**src/rtl/clz_normalizer.sv**
```systemverilog
// Count-leading-zeros/ones and normalize unit: a fixed 5-step binary search
// (K = 16, 8, 4, 2, 1) with a start/valid handshake and 5-cycle latency.
module clz_normalizer (
  input  logic        clk,
  input  logic        rst_n,
  input  logic        start,
  input  logic        op,
  input  logic [31:0] a,
  output logic        busy,
  output logic        valid,
  output logic [5:0]  count,
  output logic [31:0] norm
);

  typedef enum logic [1:0] {
    ST_IDLE = 2'd0,
    ST_RUN  = 2'd1,
    ST_DONE = 2'd2
  } state_t;

  state_t      state_q, state_d;
  logic [31:0] w_q, w_d;
  logic [31:0] s_q, s_d;
  logic [5:0]  cnt_q, cnt_d;
  logic [2:0]  stage_q, stage_d;
  logic [5:0]  count_q, count_d;
  logic [31:0] norm_q, norm_d;

  logic [5:0]  step_amt_s;
  logic        top_zero_s;
  logic [31:0] w_step_s;
  logic [31:0] s_step_s;
  logic [5:0]  cnt_step_s;

  // Shift amount and top-K test for the current search stage.
  always_comb begin
    step_amt_s = 6'd1;
    case (stage_q)
      3'd0:    step_amt_s = 6'd16;
      3'd1:    step_amt_s = 6'd8;
      3'd2:    step_amt_s = 6'd4;
      3'd3:    step_amt_s = 6'd2;
      default: step_amt_s = 6'd1;
    endcase
    top_zero_s = ((w_q >> (6'd32 - step_amt_s)) == 32'd0);
    if (top_zero_s) begin
      w_step_s   = w_q << step_amt_s;
      s_step_s   = s_q << step_amt_s;
      cnt_step_s = cnt_q + step_amt_s;
    end else begin
      w_step_s   = w_q;
      s_step_s   = s_q;
      cnt_step_s = cnt_q;
    end
  end

  // Next-state logic: accept, search step, and the folded final adjust.
  always_comb begin
    state_d = state_q;
    w_d     = w_q;
    s_d     = s_q;
    cnt_d   = cnt_q;
    stage_d = stage_q;
    count_d = count_q;
    norm_d  = norm_q;
    case (state_q)
      ST_IDLE, ST_DONE: begin
        if (start) begin
          w_d     = op ? ~a : a;
          s_d     = a;
          cnt_d   = 6'd0;
          stage_d = 3'd0;
          state_d = ST_RUN;
        end else begin
          state_d = state_q;
        end
      end
      ST_RUN: begin
        w_d     = w_step_s;
        s_d     = s_step_s;
        cnt_d   = cnt_step_s;
        stage_d = stage_q + 3'd1;
        if (stage_q == 3'd4) begin
          // A still-clear bit 31 means no significant bit existed at all.
          if (!w_step_s[31]) begin
            cnt_d = cnt_step_s + 6'd1;
            s_d   = 32'd0;
          end else begin
            cnt_d = cnt_step_s;
            s_d   = s_step_s;
          end
          count_d = cnt_d;
          norm_d  = s_d;
          state_d = ST_DONE;
        end else begin
          state_d = ST_RUN;
        end
      end
      default: state_d = ST_IDLE;
    endcase
  end

  // State and datapath registers.
  always_ff @(posedge clk or negedge rst_n) begin
    if (!rst_n) begin
      state_q <= ST_IDLE;
      w_q     <= 32'd0;
      s_q     <= 32'd0;
      cnt_q   <= 6'd0;
      stage_q <= 3'd0;
      count_q <= 6'd0;
      norm_q  <= 32'd0;
    end else begin
      state_q <= state_d;
      w_q     <= w_d;
      s_q     <= s_d;
      cnt_q   <= cnt_d;
      stage_q <= stage_d;
      count_q <= count_d;
      norm_q  <= norm_d;
    end
  end

  assign busy  = (state_q == ST_RUN);
  assign valid = (state_q == ST_DONE);
  assign count = count_q;
  assign norm  = norm_q;

endmodule

```
**config.mk**
```make
export PLATFORM = sky130hd
export DESIGN_NAME = clz_normalizer
export DESIGN_NICKNAME = d
export VERILOG_FILES = /design/src/rtl/clz_normalizer.sv
export SDC_FILE = /design/constraint.sdc
export NUM_CORES = 1
export LEC_CHECK = 0
export ABC_CLOCK_PERIOD_IN_PS = 5600
export CAP_MARGIN = 25
export CORE_MARGIN = 2
export CORE_UTILIZATION = 50
export CTS_BUF_LIST = sky130_fd_sc_hd__clkbuf_4 sky130_fd_sc_hd__clkbuf_8
export DETAILED_ROUTE_END_ITERATION = 6
export GPL_TIMING_DRIVEN = 0
export PLACE_DENSITY = 0.7
export SLEW_MARGIN = 20
export SYNTH_ARGS = -nofsm -noshare
export SYNTH_HDL_FRONTEND = slang
export SYNTH_SLANG_ARGS = --single-unit
```
**constraint.sdc**
```tcl
create_clock -name clk -period 5.6 [get_ports clk]
set_clock_uncertainty 0.05 [all_clocks]
set_input_delay 0.56 -clock clk [delete_from_list [all_inputs] [get_ports clk]]
set_output_delay 0.56 -clock clk [all_outputs]
set_load 0.05 [all_outputs]
```
---- Word-level counts from Yosys, hierarchy flattened ----
Cells that the tools add are included.
storage, ports and cells
  bits of input ports ..................... 36
  bits in registers ....................... 113
operators by class
  equal/unequal tests ..................... 8
  reductions and logical operators ........ 8
  add/subtract/negate cells ............... 4
  bitwise gates (word level) .............. 1
  multiplexer cells ....................... 20
  shift operators ......................... 3
operators by type and width
  operator                                       count
  two-way mux 32 bit                             7
  one-hot mux 32 bit (2 select lines)            2
  left shift 32 x 6 -> 32 bit                    2
  logical NOT 32 bit                             1
  inverter 32 bit                                1
  right shift 32 x 6 -> 32 bit                   1
  two-way mux 6 bit                              4
  one-hot mux 5 bit (4 select lines)             1
  one-hot mux 6 bit (2 select lines)             1
  adder 6 x 1 -> 6 bit, second input constant    1
  adder 6 bit                                    1
  == test 3 x 2 -> 1 bit, second input constant  2
  one-hot mux 3 bit (2 select lines)             1
  subtractor 6 bit, first input constant         1
  two-way mux 2 bit                              2
  one-hot mux 2 bit (2 select lines)             1
  AND reduction 2 bit                            2
  adder 3 x 1 -> 3 bit, second input constant    1
  == test 3 x 1 -> 1 bit, second input constant  1
  == test 3 bit, second input constant           1
  logical NOT 3 bit                              1
  two-way mux 3 bit                              1
  AND reduction 3 bit                            1
  == test 2 x 1 -> 1 bit, second input constant  1
  6 further kinds                                6

---- Longest topological paths before layout ----
Gate-level depths: netlist (run 1).
  word-level depth ........................ 10
  gate-level depth with buffers ........... 24

---- Least setup slack after synthesis (run 1) ----
No wires, ideal clock.
  kind .................................... register to register
  from .................................... reg stage_q[2]
  to ...................................... reg cnt_q[5]
  required time ........................... 5.463 ns
  setup time .............................. 0.087 ns
  slack ................................... 0.705 ns
  path buffers ............................ 7
  clock period less this slack ............ 4.895 ns
  arrival time ............................ 4.759 ns
  stages on the path, launching flop included .. 22
  cells stage by stage .................... dfrtp_1 -> buf_2 -> inv_2 -> clkbuf_1 -> ha_1 -> buf_4 -> nor4_2 -> nor2_1 -> inv_2 -> buf_2 -> buf_2 -> buf_2 -> buf_2 -> ha_1 -> fa_1 -> xnor2_1 -> or3_1 -> or4_1 -> nor2_1 -> nor2_1 -> a221o_1 -> o211ai_1
on the way
  longest elaborated chain between the ends .. 10
  elaborated cells on any way between the ends .. 17
  those cells by class .................... add/sub (3); eq/ne (4); shift (2); mux (6); reduce/logical (2)
RTL lines
  what                                            RTL line  source
  start: declaration                              25        logic [2:0] stage_q, stage_d;
  start signal: assignment                        118       stage_q <= stage_d;
  == test 3 x 2 -> 1 bit (tied with other cells)  38        case (stage_q)
  one-hot mux 5 bit (4 select lines)              38
  subtractor 6 bit                                45        top_zero_s = ((w_q >> (6'd32 - step_amt_s)) == 32'd0);
  right shift 32 x 6 -> 32 bit                    45
  logical NOT 32 bit                              45
  two-way mux 6 bit                               46        if (top_zero_s) begin
  adder 6 x 1 -> 6 bit                            86        cnt_d = cnt_step_s + 6'd1;
  two-way mux 6 bit                               85        if (!w_step_s[31]) begin
  two-way mux 6 bit *                             83        if (stage_q == 3'd4) begin
  one-hot mux 6 bit (2 select lines) *            66        case (state_q)
  end signal: assignment                          117       cnt_q <= cnt_d;
  end: declaration                                24        logic [5:0] cnt_q, cnt_d;
Every way passes the cells marked *; elsewhere a longest branch is shown, timed or not. The select of a mux whose other input is x is not followed.
A chain may end at the register's enable or synchronous reset.

---- Final worst setup path (run 1) ----
  from .................................... reg stage_q[2]
  to ...................................... reg cnt_q[2]
Same word-level chain as after synthesis.

==> impl_metrics.prom, run 1 <==
# TYPE chip_impl_metric gauge
chip_impl_info{name="clock_root_buffer",value="sky130_fd_sc_hd__clkbuf_8"} 1
chip_impl_metric{name="cts_buffers",unit=""} 17
chip_impl_metric{name="ys_types",unit=""} 72
chip_impl_info{name="routed.top_layer",value="met4"} 1
chip_impl_metric{name="ios",unit=""} 76
chip_impl_metric{name="slew_headroom",unit=""} 0.397
chip_impl_metric{name="initialDrtViolationCount",unit=""} 1343
chip_impl_metric{name="final_area",unit="µm²"} 11500
chip_impl_metric{name="width_of_the_die",unit="µm"} 145
chip_impl_metric{name="cp.buffers_inverters",unit=""} 7
chip_impl_metric{name="synth.cell_area",unit="µm²"} 9920
chip_impl_metric{name="ys_seq_elements",unit=""} 113
chip_impl_metric{name="drv_slew",unit=""} 0
chip_impl_metric{name="core_area",unit="µm²"} 19500
chip_impl_metric{name="maximum_number_of_pins_on_one_net_before_global_route_repair",unit=""} 74
chip_impl_metric{name="placed_cells_incl_taps",unit=""} 1502
chip_impl_metric{name="total_of_buffers_placed_on_input_and_output_ports",unit=""} 74
chip_impl_metric{name="antenna_found_initial",unit=""} 1
chip_impl_info{name="critical_path.cell_chain",value="clkbuf_4, inv_2, clkbuf_4, ha_1, buf_4, or4_1, buf_2, a21o_2, a32oi_2, buf_4, o2111ai_1, a222oi_1, o211ai_1, a211oi_2, buf_6, mux2_2, ha_1, nor2b_1, nand2_2, nor2_1, xnor2_1, a21oi_1, o22ai_1"} 1
chip_impl_metric{name="number_of_flops_mapped_to_enable_cells_by_yosys",unit=""} 0
chip_impl_metric{name="synth_sequential_area_ratio",unit=""} 0.285
chip_impl_metric{name="path_clk_slew",unit="ps"} 90
chip_impl_metric{name="wl_per_cell",unit="µm"} 27.4
chip_impl_metric{name="design.die.area",unit="µm²"} 21000
chip_impl_info{name="mostFrequentLayoutCell",value="sky130_fd_sc_hd__mux2i_1"} 1
chip_impl_metric{name="finalWeightedCongestion",unit=""} 1.03
chip_impl_metric{name="clock_period_minus_worst_slack",unit="ps"} 5420
chip_impl_metric{name="global_route_overflow",unit=""} 0
chip_impl_metric{name="start_util",unit=""} 0.510
chip_impl_metric{name="routed_wirelength",unit="mm"} 42.3
chip_impl_metric{name="synthCells",unit=""} 1162
chip_impl_metric{name="cp_slowest_stage_delay",unit="ps"} 490
chip_impl_metric{name="dr_total_vias",unit=""} 10600
chip_impl_metric{name="rows",unit=""} 51
chip_impl_metric{name="dpl_cell_area",unit="µm²"} 11000
chip_impl_metric{name="clock-sinks",unit=""} 113
chip_impl_info{name="ys.flop_type",value="sky130_fd_sc_hd__dfrtp_1"} 1
chip_impl_info{name="cp-start-kind",value="flip-flop"} 1
chip_impl_metric{name="die_h",unit="µm"} 145
chip_impl_metric{name="dp.final_hpwl",unit="mm"} 32.5
chip_impl_info{name="cpMaxStageDelayCell",value="sky130_fd_sc_hd__or4_1"} 1
chip_impl_metric{name="report.final.setup_viol",unit=""} 0
chip_impl_info{name="worst_setup_path_end_kind",value="flip-flop"} 1
chip_impl_metric{name="cts_max_level",unit=""} 4
chip_impl_metric{name="avg_synthesized_cell_area",unit="µm²"} 8.54
chip_impl_info{name="commonest_cells_after_routing_fill_and_taps_aside",value="sky130_fd_sc_hd__mux2i_1 (119), sky130_fd_sc_hd__dfrtp_1 (113), sky130_fd_sc_hd__nand2_1 (111)"} 1
chip_impl_metric{name="route.met3.wl",unit="mm"} 4.03
chip_impl_metric{name="stdcell_count",unit=""} 1543
chip_impl_metric{name="worst-endpoint-arrival",unit="ps"} 5700
chip_impl_info{name="path_delay_family",value="compound AO/OA/AOI/OAI gates"} 1
chip_impl_metric{name="global_route.usage.total",unit=""} 0.408
chip_impl_info{name="worstHoldPathType",value="flip-flop to flip-flop"} 1
chip_impl_metric{name="drt-met1-wl",unit="mm"} 17.1
chip_impl_metric{name="async_flop_share",unit=""} 1.00
chip_impl_metric{name="synthesis.nets",unit=""} 1211
chip_impl_metric{name="clock_tree.buffer_depth",unit=""} 2
chip_impl_metric{name="path_max_fanout",unit=""} 11
chip_impl_metric{name="nNetsFinal",unit=""} 1311
chip_impl_info{name="cts_tree",value="yes"} 1
chip_impl_metric{name="tightest_slew",unit="ps"} 895
chip_impl_info{name="setup.worst_path.class",value="flip-flop to flip-flop"} 1
chip_impl_metric{name="timing.critical_path.required",unit="ps"} 5880
chip_impl_metric{name="drive_gt1_frac",unit=""} 0.108
chip_impl_metric{name="maximum_operating_frequency",unit="MHz"} 184
chip_impl_metric{name="post_drt_via_cell_ratio",unit=""} 6.86
chip_impl_metric{name="number_of_global_route_vias_before_repair",unit=""} 9924
chip_impl_metric{name="min_period_over_period",unit=""} 0.968
chip_impl_metric{name="synthesis.yosys.warnings",unit=""} 0
chip_impl_metric{name="finalHoldViolations",unit=""} 0
chip_impl_metric{name="route.met2.wl",unit="mm"} 18.7
chip_impl_metric{name="maxCapViolations",unit=""} 0
chip_impl_info{name="outcome",value="finished, final reports clean"} 1
chip_impl_metric{name="grt_first_pass_wirelength",unit="mm"} 62.7
chip_impl_metric{name="relative_area_change_from_synthesis_to_final_layout",unit="%"} 16.4
chip_impl_metric{name="clk-insertion-delay-late",unit="ps"} 470
chip_impl_metric{name="route.antenna.remaining_nets",unit=""} 0
chip_impl_metric{name="route.detailed.drc",unit=""} 0
chip_impl_metric{name="number_of_iterations_in_the_first_detailed_routing_pass",unit=""} 6
## through the flow
stage               setup WS [ps]  TNS [ps]  hold slack, ps  utilization
floorplan                     705         0             214            -
detailed placement           -742     -4760             428        0.567
CTS                          20.6         0             455        0.589
global placement             -739    -67950             422        0.565
global route                -24.2     -39.9             468        0.593
finish                        180         0             449        0.593
## Yosys cell counts, drive strengths merged, types with 13 or more instances
cell,n,area (µm²)
dfrtp,113,2830
nand3,22,110
a21oi,83,415
a22o,15,131
xnor2,40,350
o211ai,13,97.6
buf,40,210
nor2,106,398
o21ai,106,531
inv,21,78.8
nor3,15,75.1
o22ai,21,131
nand2,114,433
mux2,18,203
mux2i,120,1200
mux4,28,631
nand2b,31,194
clkbuf,58,218
## layout make-up
| type | count | area (µm²) |
|---|---|---|
| well taps | 265 | 332 |
| clock inverters | 14 | 146 |
| plain buffers | 97 | 448 |
| flip-flops and latches | 113 | 2830 |
| diodes | 3 | 7.51 |
| repair buffers | 82 | 825 |
| inverters | 24 | 90.1 |
| multi-input cells | 927 | 6630 |
| fillers | 1791 | 7910 |
| clock buffers | 18 | 241 |
## worst reg2reg max path, stage by stage (launching register included)
cell and delay (ps):
sky130_fd_sc_hd__dfrtp_1 330, sky130_fd_sc_hd__clkbuf_4 200, sky130_fd_sc_hd__inv_2 60, sky130_fd_sc_hd__clkbuf_4 230, sky130_fd_sc_hd__ha_1 230, sky130_fd_sc_hd__buf_4 170, sky130_fd_sc_hd__or4_1 490, sky130_fd_sc_hd__buf_2 190
sky130_fd_sc_hd__a21o_2 270, sky130_fd_sc_hd__a32oi_2 270, sky130_fd_sc_hd__buf_4 160, sky130_fd_sc_hd__o2111ai_1 100, sky130_fd_sc_hd__a222oi_1 340, sky130_fd_sc_hd__o211ai_1 250, sky130_fd_sc_hd__a211oi_2 370, sky130_fd_sc_hd__buf_6 180
sky130_fd_sc_hd__mux2_2 380, sky130_fd_sc_hd__ha_1 200, sky130_fd_sc_hd__nor2b_1 170, sky130_fd_sc_hd__nand2_2 170, sky130_fd_sc_hd__nor2_1 70, sky130_fd_sc_hd__xnor2_1 150, sky130_fd_sc_hd__a21oi_1 160, sky130_fd_sc_hd__o22ai_1 90
## per-layer routing
layer | vias up | track usage
met5 | - | 0
met4 | 0 | 0.222
met3 | 175 | 0.0948
met2 | 723 | 0.614
met1 | 5132 | 0.543
li1 | 4551 | -
## sequential cells by signal, indices dropped and copies added, names as in the netlist
register  count
cnt_q         6
count         6
norm         32
s_q          32
stage_q       3
state_q       2
w_q          32
## logic make-up (layout without fill, tap and decap cells)
logic type,Yosys count,in the layout,share of synthesized area
simple gates,340,340,0.159
mux,166,166,0.205
fa+ha+maj,14,14,0.0182
buf+inv,122,235,0.0522
flops,113,113,0.285
xor+xnor,45,45,0.0397
other cells,0,3,0
compound gates,362,362,0.241
## what timing repair did
action,CTS,global route
cloned,0,0
pin swaps,1,4
hold buffers,1,0
setup buffers,1,5
endpoints found under the hold margin,35,0
endpoints found under the setup margin,24,26
resized for setup,9,11
## worst paths after layout
check / start / endpoint / slack [ps] / cells after the start
max reg2reg: stage_q[2]$_DFFE_PN0P_ / cnt_q[2]$_DFFE_PN0P_ / 180 / 23
max in group asynchronous: rst_n / w_q[16]$_DFFE_PN0P_ / 4180 / 3
max: stage_q[2]$_DFFE_PN0P_ / cnt_q[2]$_DFFE_PN0P_ / 180 / 23
min in group asynchronous: rst_n / norm[1]$_DFFE_PN0P_ / 570 / 2
min: count[1]$_DFFE_PN0P_ / count[1]$_DFFE_PN0P_ / 450 / 2
min reg2reg: count[1]$_DFFE_PN0P_ / count[1]$_DFFE_PN0P_ / 450 / 2
Power of run 1 is left out: the tool's default activity adds up to more than one toggle a clock period on the data nets, which glitch-free logic cannot reach.
==> inputs of run 2 (changes only) <==
--- a/config.mk
+++ b/config.mk
@@ -12,6 +12,7 @@
 export CTS_BUF_LIST = sky130_fd_sc_hd__clkbuf_4 sky130_fd_sc_hd__clkbuf_8
 export DETAILED_ROUTE_END_ITERATION = 6
 export GPL_TIMING_DRIVEN = 0
+export HOLD_SLACK_MARGIN = 0.03
 export PLACE_DENSITY = 0.7
 export SLEW_MARGIN = 20
 export SYNTH_ARGS = -nofsm -noshare
==> results of run 2 <==
No change in the layout: final DEF, timing and power equal those of run 1.
Power of run 2 is left out for the same reason.
==> inputs of run 3 (changes only) <==
--- a/config.mk
+++ b/config.mk
@@ -14,6 +14,7 @@
 export GPL_TIMING_DRIVEN = 0
 export HOLD_SLACK_MARGIN = 0.03
 export PLACE_DENSITY = 0.7
+export SKIP_CTS_REPAIR_TIMING = 1
 export SLEW_MARGIN = 20
 export SYNTH_ARGS = -nofsm -noshare
 export SYNTH_HDL_FRONTEND = slang
==> run 3 against run 2 <==
Wire length rose by 0.29%. Via count up 0.14%. Global-route usage increased by 0.060 points. Sequential share of layout area about the same. Register-to-register slack gained 20 ps. Die area stayed put. Critical path depth shrank 2. Core utilization about the same. Cell count unchanged. Hold slack better by 1.6 ps.
==> impl_metrics.prom, run 3 (synthesis gave the netlist of run 1 again) <==
# TYPE chip_impl_metric gauge
chip_impl_info{name="outcome",value="finished, final reports clean"} 1
chip_impl_metric{name="detailedPlace.worstSlack",unit="ps"} -742
chip_impl_metric{name="drv_slew",unit=""} 0
chip_impl_metric{name="design.die.area",unit="µm²"} 21000
chip_impl_metric{name="number_of_global_route_vias_before_repair",unit=""} 9908
chip_impl_metric{name="layout.filler_cells",unit=""} 1793
chip_impl_metric{name="clk-insertion-delay-late",unit="ps"} 470
chip_impl_metric{name="worst-endpoint-arrival",unit="ps"} 5750
chip_impl_info{name="cpMaxStageDelayCell",value="sky130_fd_sc_hd__or3_1"} 1
chip_impl_metric{name="fin_ws",unit="ps"} 195
chip_impl_metric{name="maxCapViolations",unit=""} 0
chip_impl_info{name="mostFrequentLayoutCell",value="sky130_fd_sc_hd__mux2i_1"} 1
chip_impl_metric{name="post_drt_via_cell_ratio",unit=""} 6.87
chip_impl_metric{name="finalHoldViolations",unit=""} 0
chip_impl_metric{name="ios",unit=""} 76
chip_impl_metric{name="tightest_slew",unit="ps"} 889
chip_impl_metric{name="nNetsFinal",unit=""} 1312
chip_impl_metric{name="total_of_buffers_placed_on_input_and_output_ports",unit=""} 74
chip_impl_metric{name="fin_util",unit=""} 0.593
chip_impl_metric{name="placed_cells_incl_taps",unit=""} 1502
chip_impl_metric{name="cts_buffers",unit=""} 17
chip_impl_info{name="worstHoldPathType",value="flip-flop to flip-flop"} 1
chip_impl_metric{name="maximum_operating_frequency",unit="MHz"} 185
chip_impl_metric{name="cp.buffers_inverters",unit=""} 9
chip_impl_metric{name="min_period_over_period",unit=""} 0.965
chip_impl_metric{name="clock_tree.buffer_depth",unit=""} 2
chip_impl_metric{name="report.final.setup_viol",unit=""} 0
chip_impl_metric{name="timing.critical_path.required",unit="ps"} 5940
chip_impl_info{name="cp-start-kind",value="flip-flop"} 1
chip_impl_info{name="worst_setup_path_end_kind",value="flip-flop"} 1
chip_impl_info{name="critical_path.cell_chain",value="clkbuf_4, inv_2, clkbuf_4, ha_1, buf_4, nor2b_2, nor2_1, inv_2, buf_6, clkbuf_4, buf_4, buf_4, ha_1, fa_1, xnor2_1, or3_1, or4_1, nor2_1, nor2_1, a221o_1, o211ai_1"} 1
chip_impl_info{name="cts_tree",value="yes"} 1
chip_impl_metric{name="stdcell_count",unit=""} 1543
chip_impl_info{name="setup.worst_path.class",value="flip-flop to flip-flop"} 1
chip_impl_metric{name="global_route.usage.total",unit=""} 0.409
chip_impl_metric{name="rows",unit=""} 51
chip_impl_metric{name="initialDrtViolationCount",unit=""} 1406
chip_impl_metric{name="final_area",unit="µm²"} 11500
chip_impl_metric{name="clock_period_minus_worst_slack",unit="ps"} 5400
chip_impl_metric{name="grt_first_pass_wirelength",unit="mm"} 62.9
chip_impl_metric{name="global_route_overflow",unit=""} 0
chip_impl_metric{name="dp.final_hpwl",unit="mm"} 32.5
chip_impl_info{name="path_delay_family",value="buffers and inverters"} 1
chip_impl_metric{name="number_of_iterations_in_the_first_detailed_routing_pass",unit=""} 7
chip_impl_metric{name="die_h",unit="µm"} 145
chip_impl_metric{name="cts_max_level",unit=""} 4
chip_impl_metric{name="clock-sinks",unit=""} 113
chip_impl_metric{name="route.antenna.remaining_nets",unit=""} 0
chip_impl_metric{name="antenna_found_initial",unit=""} 2
chip_impl_metric{name="finalWeightedCongestion",unit=""} 1.03
chip_impl_metric{name="relative_area_change_from_synthesis_to_final_layout",unit="%"} 16.4
chip_impl_metric{name="maximum_number_of_pins_on_one_net_before_global_route_repair",unit=""} 74
chip_impl_metric{name="cp_slowest_stage_delay",unit="ps"} 460
chip_impl_metric{name="dr_total_vias",unit=""} 10600
chip_impl_metric{name="dpl_cell_area",unit="µm²"} 11000
chip_impl_metric{name="core_area",unit="µm²"} 19500
chip_impl_metric{name="start_util",unit=""} 0.510
chip_impl_metric{name="slew_headroom",unit=""} 0.407
chip_impl_metric{name="path_clk_slew",unit="ps"} 90
chip_impl_info{name="commonest_cells_after_routing_fill_and_taps_aside",value="sky130_fd_sc_hd__mux2i_1 (119), sky130_fd_sc_hd__dfrtp_1 (113), sky130_fd_sc_hd__nand2_1 (111)"} 1
chip_impl_metric{name="wl_per_cell",unit="µm"} 27.5
chip_impl_metric{name="drive_gt1_frac",unit=""} 0.109
chip_impl_metric{name="route.detailed.drc",unit=""} 0
chip_impl_info{name="clock_root_buffer",value="sky130_fd_sc_hd__clkbuf_8"} 1
chip_impl_metric{name="width_of_the_die",unit="µm"} 145
chip_impl_metric{name="path_max_fanout",unit=""} 11
chip_impl_metric{name="routed_wirelength",unit="mm"} 42.4
## run 3: changes by cell type in the layout (fill, tap and decap cells not counted), sizes merged
| cell | previous run | this run |
|---|---|---|
| clkbuf | 77 | 78 |
| diode | 3 | 2 |
## run 3: path summary, 6_finish.rpt
check / from / end / slack [ps] / cells past startpoint
worst max-delay path: stage_q[2]$_DFFE_PN0P_ / cnt_q[5]$_DFFE_PN0P_ / 200 / 21
worst min-delay path: count[1]$_DFFE_PN0P_ / count[1]$_DFFE_PN0P_ / 450 / 2
worst max register to register: stage_q[2]$_DFFE_PN0P_ / cnt_q[5]$_DFFE_PN0P_ / 200 / 21
worst min register to register: count[1]$_DFFE_PN0P_ / count[1]$_DFFE_PN0P_ / 450 / 2
max in group asynchronous: rst_n / w_q[16]$_DFFE_PN0P_ / 4180 / 3
min in group asynchronous: rst_n / norm[1]$_DFFE_PN0P_ / 560 / 2
## run 3: area by class of cell
| cell class | instances | area [µm²] | area share |
|---|---|---|---|
| multi-input cells | 927 | 6630 | 0.574 |
| flip-flops and latches | 113 | 2830 | 0.245 |
| repair buffers | 82 | 825 | 0.0714 |
| plain buffers | 98 | 452 | 0.0391 |
| well taps | 265 | 332 | 0.0287 |
| clock buffers | 18 | 241 | 0.0209 |
| clock inverters | 14 | 146 | 0.0127 |
| inverters | 24 | 90.1 | 0.00780 |
| diodes | 2 | 5.00 | 0.000433 |
## run 3: metrics by stage
step | hold WS (ps) | TNS [ps]
6_report | 451 | 0
5_1_grt | 468 | -36.9
4_1_cts | -40.8 | -5210
3_5_place_dp | 428 | -4760
3_3_place_gp | 422 | -67950
2_1_floorplan | 214 | 0
## run 3: routing by layer
layer / track usage / share of wire
met2: 0.617 / 0.44
met1: 0.549 / 0.40
met4: 0.216 / 0.055
met3: 0.0892 / 0.11
met5: 0 / 0.00042
## run 3: tightest hold or removal path, cell delays in order, from the launching register on
cell	delay, ps
sky130_fd_sc_hd__dfrtp_1	350
sky130_fd_sc_hd__nand2_1	50
sky130_fd_sc_hd__o21ai_1	60
Power of run 3 is left out for the same reason.
